`config.mk`:
```
export PLATFORM = sky130hd
export DESIGN_NAME = load_store_unit_flat
export DESIGN_NICKNAME = d
export VERILOG_FILES = /design/src/rtl/load_store_unit_pkg.sv /design/src/rtl/load_store_unit_if.sv /design/src/rtl/load_store_unit_align.sv /design/src/rtl/load_store_unit.sv /design/src/flat_wrapper.sv
export SDC_FILE = /design/constraint.sdc
export NUM_CORES = 1
export LEC_CHECK = 0
export CAP_MARGIN = 5
export CORE_MARGIN = 3
export CORE_UTILIZATION = 54
export CTS_CLUSTER_DIAMETER = 150
export DETAILED_ROUTE_END_ITERATION = 10
export PLACE_DENSITY = 0.87
export REMOVE_ABC_BUFFERS = 1
export SKIP_LAST_GASP = 1
export SYNTH_ARGS = -nofsm -noshare
export SYNTH_HDL_FRONTEND = slang
export SYNTH_SLANG_ARGS = --single-unit
```
`constraint.sdc`:
```
create_clock -name clock -period 5.35 [get_ports clock]
set_clock_uncertainty 0.15 [all_clocks]
set_input_delay 0.535 -clock clock [delete_from_list [all_inputs] [get_ports clock]]
set_output_delay 0.535 -clock clock [all_outputs]
set_load 0.02 [all_outputs]
```
`src/rtl/load_store_unit_pkg.sv`:
```
// Shared constants for the RV32I data-memory access stage: funct3 length codes, FSM states,
// and alignment helpers.
package load_store_unit_pkg;

   localparam int MEM_WORD_BYTES = 4;
   localparam int MEM_DATA_WIDTH = 32;

   localparam logic [2:0] MEM_LEN_B  = 3'b000;
   localparam logic [2:0] MEM_LEN_H  = 3'b001;
   localparam logic [2:0] MEM_LEN_W  = 3'b010;
   localparam logic [2:0] MEM_LEN_BU = 3'b100;
   localparam logic [2:0] MEM_LEN_HU = 3'b101;

   typedef enum logic [1:0] {
      ST_IDLE    = 2'd0,
      ST_ACCESS0 = 2'd1,
      ST_ACCESS1 = 2'd2,
      ST_DONE    = 2'd3
   } lsu_state_e;

   function automatic logic mem_is_aligned(input logic [2:0] len, input logic [1:0] off);
      case (len[1:0])
         2'b00:   return 1'b1;
         2'b01:   return ~off[0];
         default: return (off == 2'b00);
      endcase
   endfunction

   function automatic logic mem_crosses_word(input logic [2:0] len, input logic [1:0] off);
      case (len[1:0])
         2'b00:   return 1'b0;
         2'b01:   return (off == 2'b11);
         default: return (off != 2'b00);
      endcase
   endfunction

endpackage

```
`src/rtl/load_store_unit_if.sv`:
```
// Data-bus request/ready interface between the load/store unit (master) and memory (slave).
interface load_store_unit_if #(parameter int ADDR_WIDTH = 32);

   logic                  bus_req;
   logic                  bus_we;
   logic [ADDR_WIDTH-1:0] bus_addr;
   logic [31:0]           bus_wdata;
   logic [3:0]            bus_wstrb;
   logic                  bus_ready;
   logic [31:0]           bus_rdata;

   modport master (
      output bus_req, bus_we, bus_addr, bus_wdata, bus_wstrb,
      input  bus_ready, bus_rdata
   );

   modport slave (
      input  bus_req, bus_we, bus_addr, bus_wdata, bus_wstrb,
      output bus_ready, bus_rdata
   );

endinterface

```
`src/rtl/load_store_unit_align.sv`:
```
// lsu_align: lane steering for stores and byte extraction/extension for loads, over a
// two-word window so that word-crossing accesses use the same path.
module lsu_align
   import load_store_unit_pkg::*;
(
   input  logic [1:0]  i_offset,
   input  logic [2:0]  i_len,
   input  logic [31:0] i_store_data,
   input  logic [31:0] i_rdata_lo,
   input  logic [31:0] i_rdata_hi,
   output logic [63:0] o_wdata,
   output logic [7:0]  o_wstrb,
   output logic [31:0] o_load_value
);

   logic [31:0] w_sdata;
   logic [3:0]  w_smask;
   logic [63:0] w_rshift;

   always_comb begin
      w_sdata = i_store_data;
      w_smask = 4'b1111;
      case (i_len[1:0])
         2'b00: begin
            w_sdata = {24'd0, i_store_data[7:0]};
            w_smask = 4'b0001;
         end
         2'b01: begin
            w_sdata = {16'd0, i_store_data[15:0]};
            w_smask = 4'b0011;
         end
         default: ;
      endcase

      o_wdata  = {32'd0, w_sdata} << {i_offset, 3'b000};
      o_wstrb  = {4'd0, w_smask} << i_offset;
      w_rshift = {i_rdata_hi, i_rdata_lo} >> {i_offset, 3'b000};

      case (i_len)
         MEM_LEN_B:  o_load_value = {{24{w_rshift[7]}}, w_rshift[7:0]};
         MEM_LEN_BU: o_load_value = {24'd0, w_rshift[7:0]};
         MEM_LEN_H:  o_load_value = {{16{w_rshift[15]}}, w_rshift[15:0]};
         MEM_LEN_HU: o_load_value = {16'd0, w_rshift[15:0]};
         default:    o_load_value = w_rshift[31:0];
      endcase
   end

endmodule

```
`src/rtl/load_store_unit.sv`:
```
// RV32I load/store unit: request/ready bus FSM that stalls the core until the access completes.
// LSU_MISALIGNED_SPLIT_EN splits word-crossing accesses into two beats instead of faulting them.
//
// state      | meaning
// ST_IDLE    | waiting for start with mem_read/mem_write
// ST_ACCESS0 | bus beat on the (lower) word, held until bus_ready
// ST_ACCESS1 | second beat on word+4 for a split access
// ST_DONE    | one-cycle done pulse, then back to idle
module load_store_unit
   import load_store_unit_pkg::*;
#(
   parameter int ADDR_WIDTH = 32
) (
   input  logic                  clock,
   input  logic                  reset_n,
   input  logic                  start,
   input  logic                  mem_read,
   input  logic                  mem_write,
   input  logic [2:0]            mem_op_length,
   input  logic [ADDR_WIDTH-1:0] address,
   input  logic [31:0]           store_data,
   output logic                  busy,
   output logic                  done,
   output logic [31:0]           load_data,
   output logic                  misaligned,
   load_store_unit_if.master     bus
);

   lsu_state_e            r_state, w_next;
   logic [ADDR_WIDTH-1:0] r_addr;
   logic [31:0]           r_sdata;
   logic [2:0]            r_len;
   logic                  r_we;
   logic                  r_split;
   logic                  r_fault;
   logic [31:0]           r_rdata0;
   logic [31:0]           r_load_data;

   logic                  w_accept;
   logic                  w_split_in;
   logic                  w_fault_in;
   logic                  w_load_capture;
   logic [ADDR_WIDTH-1:0] w_word_addr;
   logic [63:0]           w_wdata64;
   logic [7:0]            w_wstrb8;
   logic [31:0]           w_rdata_lo;
   logic [31:0]           w_load_value;

   assign w_accept = (r_state == ST_IDLE) & start & (mem_read | mem_write);

`ifdef LSU_MISALIGNED_SPLIT_EN
   assign w_split_in = mem_crosses_word(mem_op_length, address[1:0]);
   assign w_fault_in = 1'b0;
`else
   assign w_split_in = 1'b0;
   assign w_fault_in = ~mem_is_aligned(mem_op_length, address[1:0]);
`endif

   assign w_word_addr = {r_addr[ADDR_WIDTH-1:2], 2'b00};
   // Second beat of a split load merges the held lower word with the live upper word.
   assign w_rdata_lo  = (r_state == ST_ACCESS1) ? r_rdata0 : bus.bus_rdata;

   lsu_align u_align (
      .i_offset     (r_addr[1:0]),
      .i_len        (r_len),
      .i_store_data (r_sdata),
      .i_rdata_lo   (w_rdata_lo),
      .i_rdata_hi   (bus.bus_rdata),
      .o_wdata      (w_wdata64),
      .o_wstrb      (w_wstrb8),
      .o_load_value (w_load_value)
   );

   always_comb begin
      w_next        = r_state;
      done          = 1'b0;
      bus.bus_req   = 1'b0;
      bus.bus_we    = 1'b0;
      bus.bus_addr  = '0;
      bus.bus_wdata = '0;
      bus.bus_wstrb = '0;
      case (r_state)
         ST_IDLE: begin
            if (w_accept) w_next = w_fault_in ? ST_DONE : ST_ACCESS0;
         end
         ST_ACCESS0: begin
            bus.bus_req   = 1'b1;
            bus.bus_we    = r_we;
            bus.bus_addr  = w_word_addr;
            bus.bus_wdata = r_we ? w_wdata64[31:0] : 32'd0;
            bus.bus_wstrb = r_we ? w_wstrb8[3:0] : 4'd0;
            if (bus.bus_ready) w_next = r_split ? ST_ACCESS1 : ST_DONE;
         end
         ST_ACCESS1: begin
            bus.bus_req   = 1'b1;
            bus.bus_we    = r_we;
            bus.bus_addr  = w_word_addr + ADDR_WIDTH'(MEM_WORD_BYTES);
            bus.bus_wdata = r_we ? w_wdata64[63:32] : 32'd0;
            bus.bus_wstrb = r_we ? w_wstrb8[7:4] : 4'd0;
            if (bus.bus_ready) w_next = ST_DONE;
         end
         ST_DONE: begin
            done   = 1'b1;
            w_next = ST_IDLE;
         end
         default: w_next = ST_IDLE;
      endcase
   end

   assign w_load_capture = ~r_we & bus.bus_ready &
                           (((r_state == ST_ACCESS0) & ~r_split) | (r_state == ST_ACCESS1));

   always_ff @(posedge clock or negedge reset_n) begin
      if (!reset_n) begin
         r_state     <= ST_IDLE;
         r_addr      <= '0;
         r_sdata     <= '0;
         r_len       <= '0;
         r_we        <= 1'b0;
         r_split     <= 1'b0;
         r_fault     <= 1'b0;
         r_rdata0    <= '0;
         r_load_data <= '0;
      end else begin
         r_state <= w_next;
         if (w_accept) begin
            r_addr  <= address;
            r_sdata <= store_data;
            r_len   <= mem_op_length;
            r_we    <= ~mem_read;
            r_split <= w_split_in;
            r_fault <= w_fault_in;
         end
         if ((r_state == ST_ACCESS0) && bus.bus_ready) r_rdata0 <= bus.bus_rdata;
         if (w_load_capture) r_load_data <= w_load_value;
      end
   end

   assign load_data  = r_load_data;
   assign misaligned = (r_state == ST_DONE) & r_fault;
   assign busy       = (r_state != ST_IDLE) | (start & (mem_read | mem_write));

endmodule

```
`src/flat_wrapper.sv`:
```
// flat-port wrapper written by rule: the top's interface ports become plain ports
module load_store_unit_flat import load_store_unit_pkg::*;
#(
   parameter int ADDR_WIDTH = 32
)
  (clock, reset_n, start, mem_read, mem_write, mem_op_length, address, store_data, busy, done, load_data, misaligned, bus_bus_req, bus_bus_we, bus_bus_addr, bus_bus_wdata, bus_bus_wstrb, bus_bus_ready, bus_bus_rdata);
  load_store_unit_if #(.ADDR_WIDTH(ADDR_WIDTH)) bus_i ();
  input  logic clock;
  input  logic reset_n;
  input  logic start;
  input  logic mem_read;
  input  logic mem_write;
  input  logic [2:0] mem_op_length;
  input  logic [ADDR_WIDTH-1:0] address;
  input  logic [31:0] store_data;
  output logic busy;
  output logic done;
  output logic [31:0] load_data;
  output logic misaligned;
  output wire logic [$bits(bus_i.bus_req)-1:0] bus_bus_req;
  output wire logic [$bits(bus_i.bus_we)-1:0] bus_bus_we;
  output wire logic [$bits(bus_i.bus_addr)-1:0] bus_bus_addr;
  output wire logic [$bits(bus_i.bus_wdata)-1:0] bus_bus_wdata;
  output wire logic [$bits(bus_i.bus_wstrb)-1:0] bus_bus_wstrb;
  input wire logic [$bits(bus_i.bus_ready)-1:0] bus_bus_ready;
  input wire logic [$bits(bus_i.bus_rdata)-1:0] bus_bus_rdata;
  assign bus_bus_req = bus_i.bus_req;
  assign bus_bus_we = bus_i.bus_we;
  assign bus_bus_addr = bus_i.bus_addr;
  assign bus_bus_wdata = bus_i.bus_wdata;
  assign bus_bus_wstrb = bus_i.bus_wstrb;
  assign bus_i.bus_ready = bus_bus_ready;
  assign bus_i.bus_rdata = bus_bus_rdata;
  load_store_unit #(.ADDR_WIDTH(ADDR_WIDTH)) u_core (.clock(clock), .reset_n(reset_n), .start(start), .mem_read(mem_read), .mem_write(mem_write), .mem_op_length(mem_op_length), .address(address), .store_data(store_data), .busy(busy), .done(done), .load_data(load_data), .misaligned(misaligned), .bus(bus_i));
endmodule
```
==> flow_summary.yaml <==
timing:
  post-route-period-util_pct: 89.3
  hold_violations: 0
  finalSetupViolCount: 0
  grt_setup_unrepaired: "false"
  worst_pin_slew_ns: 0.985
  maxSlewHeadroom_pct: 33.8
  final.min_clock_period_ns: 4.78
  timing.setup.tns_ns: 0
  fmax_mhz: 209
  final_max_slew_viol_count: 0
  final.setup.worst_slack_ns: 0.573
yosys:
  synth_cells: 877
  synth_top_family_by_area: "multiplexers"
  synth-adder-area-share_pct: 0.891
  ys_types: 55
  synthXorXnorAreaFrac_pct: 0.208
  mux_share_of_post_synthesis_cell_area_pct: 23.8
  ys.warnings.count: 0
  mappedNetlistArea_um2: 8420
  synth-main-ff-cell: "sky130_fd_sc_hd__dfrtp_1"
  area_fraction_in_and_or_nand_and_nor_cells_after_synthesis_pct: 13.9
  fraction_of_the_mapped_netlist_area_in_compound_gates_pct: 16.4
  postSynth.asyncResetShare_pct: 100
  number_of_enable_flip_flop_cells_after_synthesis: 0
  synth_seq_cells: 135
  synth-seq-area-share_pct: 40.1
  synthesis.area_per_instance_um2: 9.60
detailed_routing:
  dr_total_vias: 7732
  maxUsedRoutingLayer: "met4"
  dr.pass1.iters: 5
  antenna_left: 0
  wl_met3_mm: 2.07
  remaining_drc_errors: 0
  avgRoutedWirePerCell_um: 19.2
  detail_route.wirelength.met1_mm: 9.65
  drt-total-wl_mm: 24.3
  viasPerCell: 6.09
  route.met2.wl_mm: 12.1
  drtIter0Drc: 704
cts:
  root_buffer: "sky130_fd_sc_hd__clkbuf_16"
  cts-resized-gates: 0
  post_cts_hold_buffer_count: 0
  cts-buffers-inserted: 17
  cts_tree: "done"
  post_cts.repair.setup_buffers: 0
  sink_count: 135
  worst_case_clock_buffer_depth: 2
  clkSlewWorstSetupHoldPaths_ns: 0.05
  clock_latency_ns: 0.42
  cts_htree_levels: 4
cells_and_area:
  final_layout_size_suffix_gt1_share_pct: 17.1
  n_antenna_cell: 0
  layout.nets: 1156
  syn_to_final_growth_pct: 32.5
  design_area_um2: 11200
placed_design:
  globalplace.congestion: 0.881
  dp_worst_setup_slack_ns: 1.11
  port-buffer-count: 207
  hpwl_mm: 16.4
  post_dp_cell_area_um2: 10500
hold_path:
  hold_path.class: "in2async"
floorplan:
  dieHeight_um: 131
  floorplan_row_count: 45
  floorplan.io_pins: 210
  floorplan.initialDensity_pct: 55.2
  floorplan.die.width_um: 131
  design.core.area_um2: 15300
  die_area_um2: 17100
outcome:
  run_status: "finished, final reports clean"
critical_path:
  timing.critical_path.from_type: "flop"
  cp_cell_sequence: "inv_1, ha_1, and2_1, nand2_1, nor3_1, nand2_1, o21ai_0, clkdlybuf4s50_1"
  path_common_cell: "sky130_fd_sc_hd__nand2_1"
  crit_path_largest_cell_delay_ns: 0.85
  worst_ep_arrival_time_ns: 4.09
  path_max_fanout: 20
  path_class: "reg2out"
  end_kind: "output pin"
  critPathSlowestCell: "sky130_fd_sc_hd__nor3_1"
  timing.critical_path.required_ns: 4.66
grt:
  number_of_global_route_vias_before_repair: 7323
  grt_pass1_wl_mm: 38.1
  globalRoute.totalOverflow: 0
  maximum_number_of_pins_on_one_net_before_global_route_repair: 88
  initial_antenna_violation_count: 0
  global_route.usage.total_pct: 28.3
power:
  power.static_leakage_nw: 4.42
  vdd_drop_max_mv: 0.411
  power_density_nw_per_um2: 638
job:
  max_cap_viol_count: 0
-- synth_stat cells, drive strengths merged, types with 3 or more instances --
cell | instances | share of area [%]
a22oi | 23 | 2.1
mux4 | 7 | 1.9
clkbuf | 39 | 1.7
ha | 6 | 0.89
nor3 | 16 | 1.0
a32oi | 4 | 0.42
a41oi | 3 | 0.31
a32o | 8 | 0.95
nand2 | 95 | 4.2
o21a | 3 | 0.27
dfrtp | 135 | 40
a31oi | 16 | 1.4
or2 | 3 | 0.22
o211ai | 16 | 1.4
buf | 31 | 2.1
a211oi | 3 | 0.27
o22a | 7 | 0.73
o21ai | 64 | 3.8
and3 | 3 | 0.22
nand3 | 26 | 1.5
a21oi | 52 | 3.5
nand4 | 15 | 1.1
nor2b | 8 | 0.59
mux2i | 63 | 7.5
or3 | 7 | 0.52
and2 | 3 | 0.22
mux2 | 108 | 14
nor2 | 68 | 3.1
inv | 19 | 0.85
-- power by group --
group | total (mW) | internal [mW] | switching (mW)
clock network | 1.21 | 0.791 | 0.421
logic | 3.77 | 1.73 | 2.04
registers | 2.13 | 1.55 | 0.581
total | 7.12 | 4.07 | 3.05
-- path summary, 6_finish.rpt --
| check | start | endpoint | slack (ns) | depth (start not counted) |
|---|---|---|---|---|
| worst max-delay path | u_core.r_state[0] | bus_bus_wdata[7] | 0.57 | 8 |
| worst min-delay path | reset_n | u_core.r_rdata0[26] | 0.02 | 1 |
| worst max register to register | u_core.r_addr[0] | u_core.load_data[16] | 1.77 | 6 |
| worst min register to register | u_core.r_rdata0[0] | u_core.r_rdata0[0] | 0.35 | 1 |
| max in group asynchronous | reset_n | u_core.r_fault | 3.89 | 2 |
| min in group clock | u_core.r_rdata0[0] | u_core.r_rdata0[0] | 0.35 | 1 |
-- routing by layer --
| metal | global-route usage (%) | vias up |
|---|---|---|
| met5 | 0 | - |
| met4 | 9.50 | 0 |
| met3 | 7.56 | 43 |
| met2 | 46.8 | 377 |
| met1 | 36.2 | 3770 |
| li1 | - | 3542 |
-- placed cells by master, fill, tap and decap left out, types with 23 or more instances in the layout --
cell                                n
sky130_fd_sc_hd__nand2_1           95
sky130_fd_sc_hd__mux2i_1           63
sky130_fd_sc_hd__clkdlybuf4s50_1  206
sky130_fd_sc_hd__a21oi_1           42
sky130_fd_sc_hd__o21ai_0           64
sky130_fd_sc_hd__dfrtp_1          133
sky130_fd_sc_hd__a22oi_1           23
sky130_fd_sc_hd__nand3_1           26
sky130_fd_sc_hd__mux2_2           108
sky130_fd_sc_hd__nor2_1            66
-- registers in the layout (all words and copies together) (netlist names) --
signal            cells
u_core.r_len          3
u_core.r_fault        1
u_core.r_state        2
u_core.r_sdata       32
u_core.r_we           1
u_core.r_addr        32
u_core.r_rdata0      32
u_core.load_data     32
-- area by class of cell --
type                       instances  area [um2]
multi-input combinational        654        4660
fill                            1092        4100
sequential                       135        3380
timing repair buffer             218        2160
clock buffer                      24         502
tap                              211         264
clock inverter                     8         118
inverter                          19        71.3
-- through the flow --
step                      power (mW)  instances  util [%]  hold slack [ns]
after CTS                       7.11       1269      73.1           0.0603
after global placement          5.71       1237      69.1            0.335
after floorplan                 4.54        808         -           0.0894
after detailed placement        5.85       1237      69.1            0.343
final                           7.12       1269      73.1           0.0156
after global routing            7.55       1269      73.1           0.0598
-- worst max-delay path: cells and delay by family, from the launching register on --
family                     cells  cell delay, ns
adders and majority gates      1            0.37
AOI/OAI and AO/OA              1            0.15
DFF                            1            0.41
buffers and inverters          2            0.77
and+or+nand+nor                4            1.96
-- kinds of logic (layout without fill, tap and decap cells) --
| family | count (synthesis) | after routing |
|---|---|---|
| muxes | 178 | 178 |
| AOI/OAI and AO/OA | 210 | 210 |
| adders and majority gates | 6 | 6 |
| buffers and inverters | 89 | 269 |
| xor gates and xnor gates | 2 | 2 |
| other | 1 | 2 |
| and+or+nand+nor | 256 | 256 |
| DFF | 135 | 135 |
Note: power is estimated with default switching activity, not from simulation.
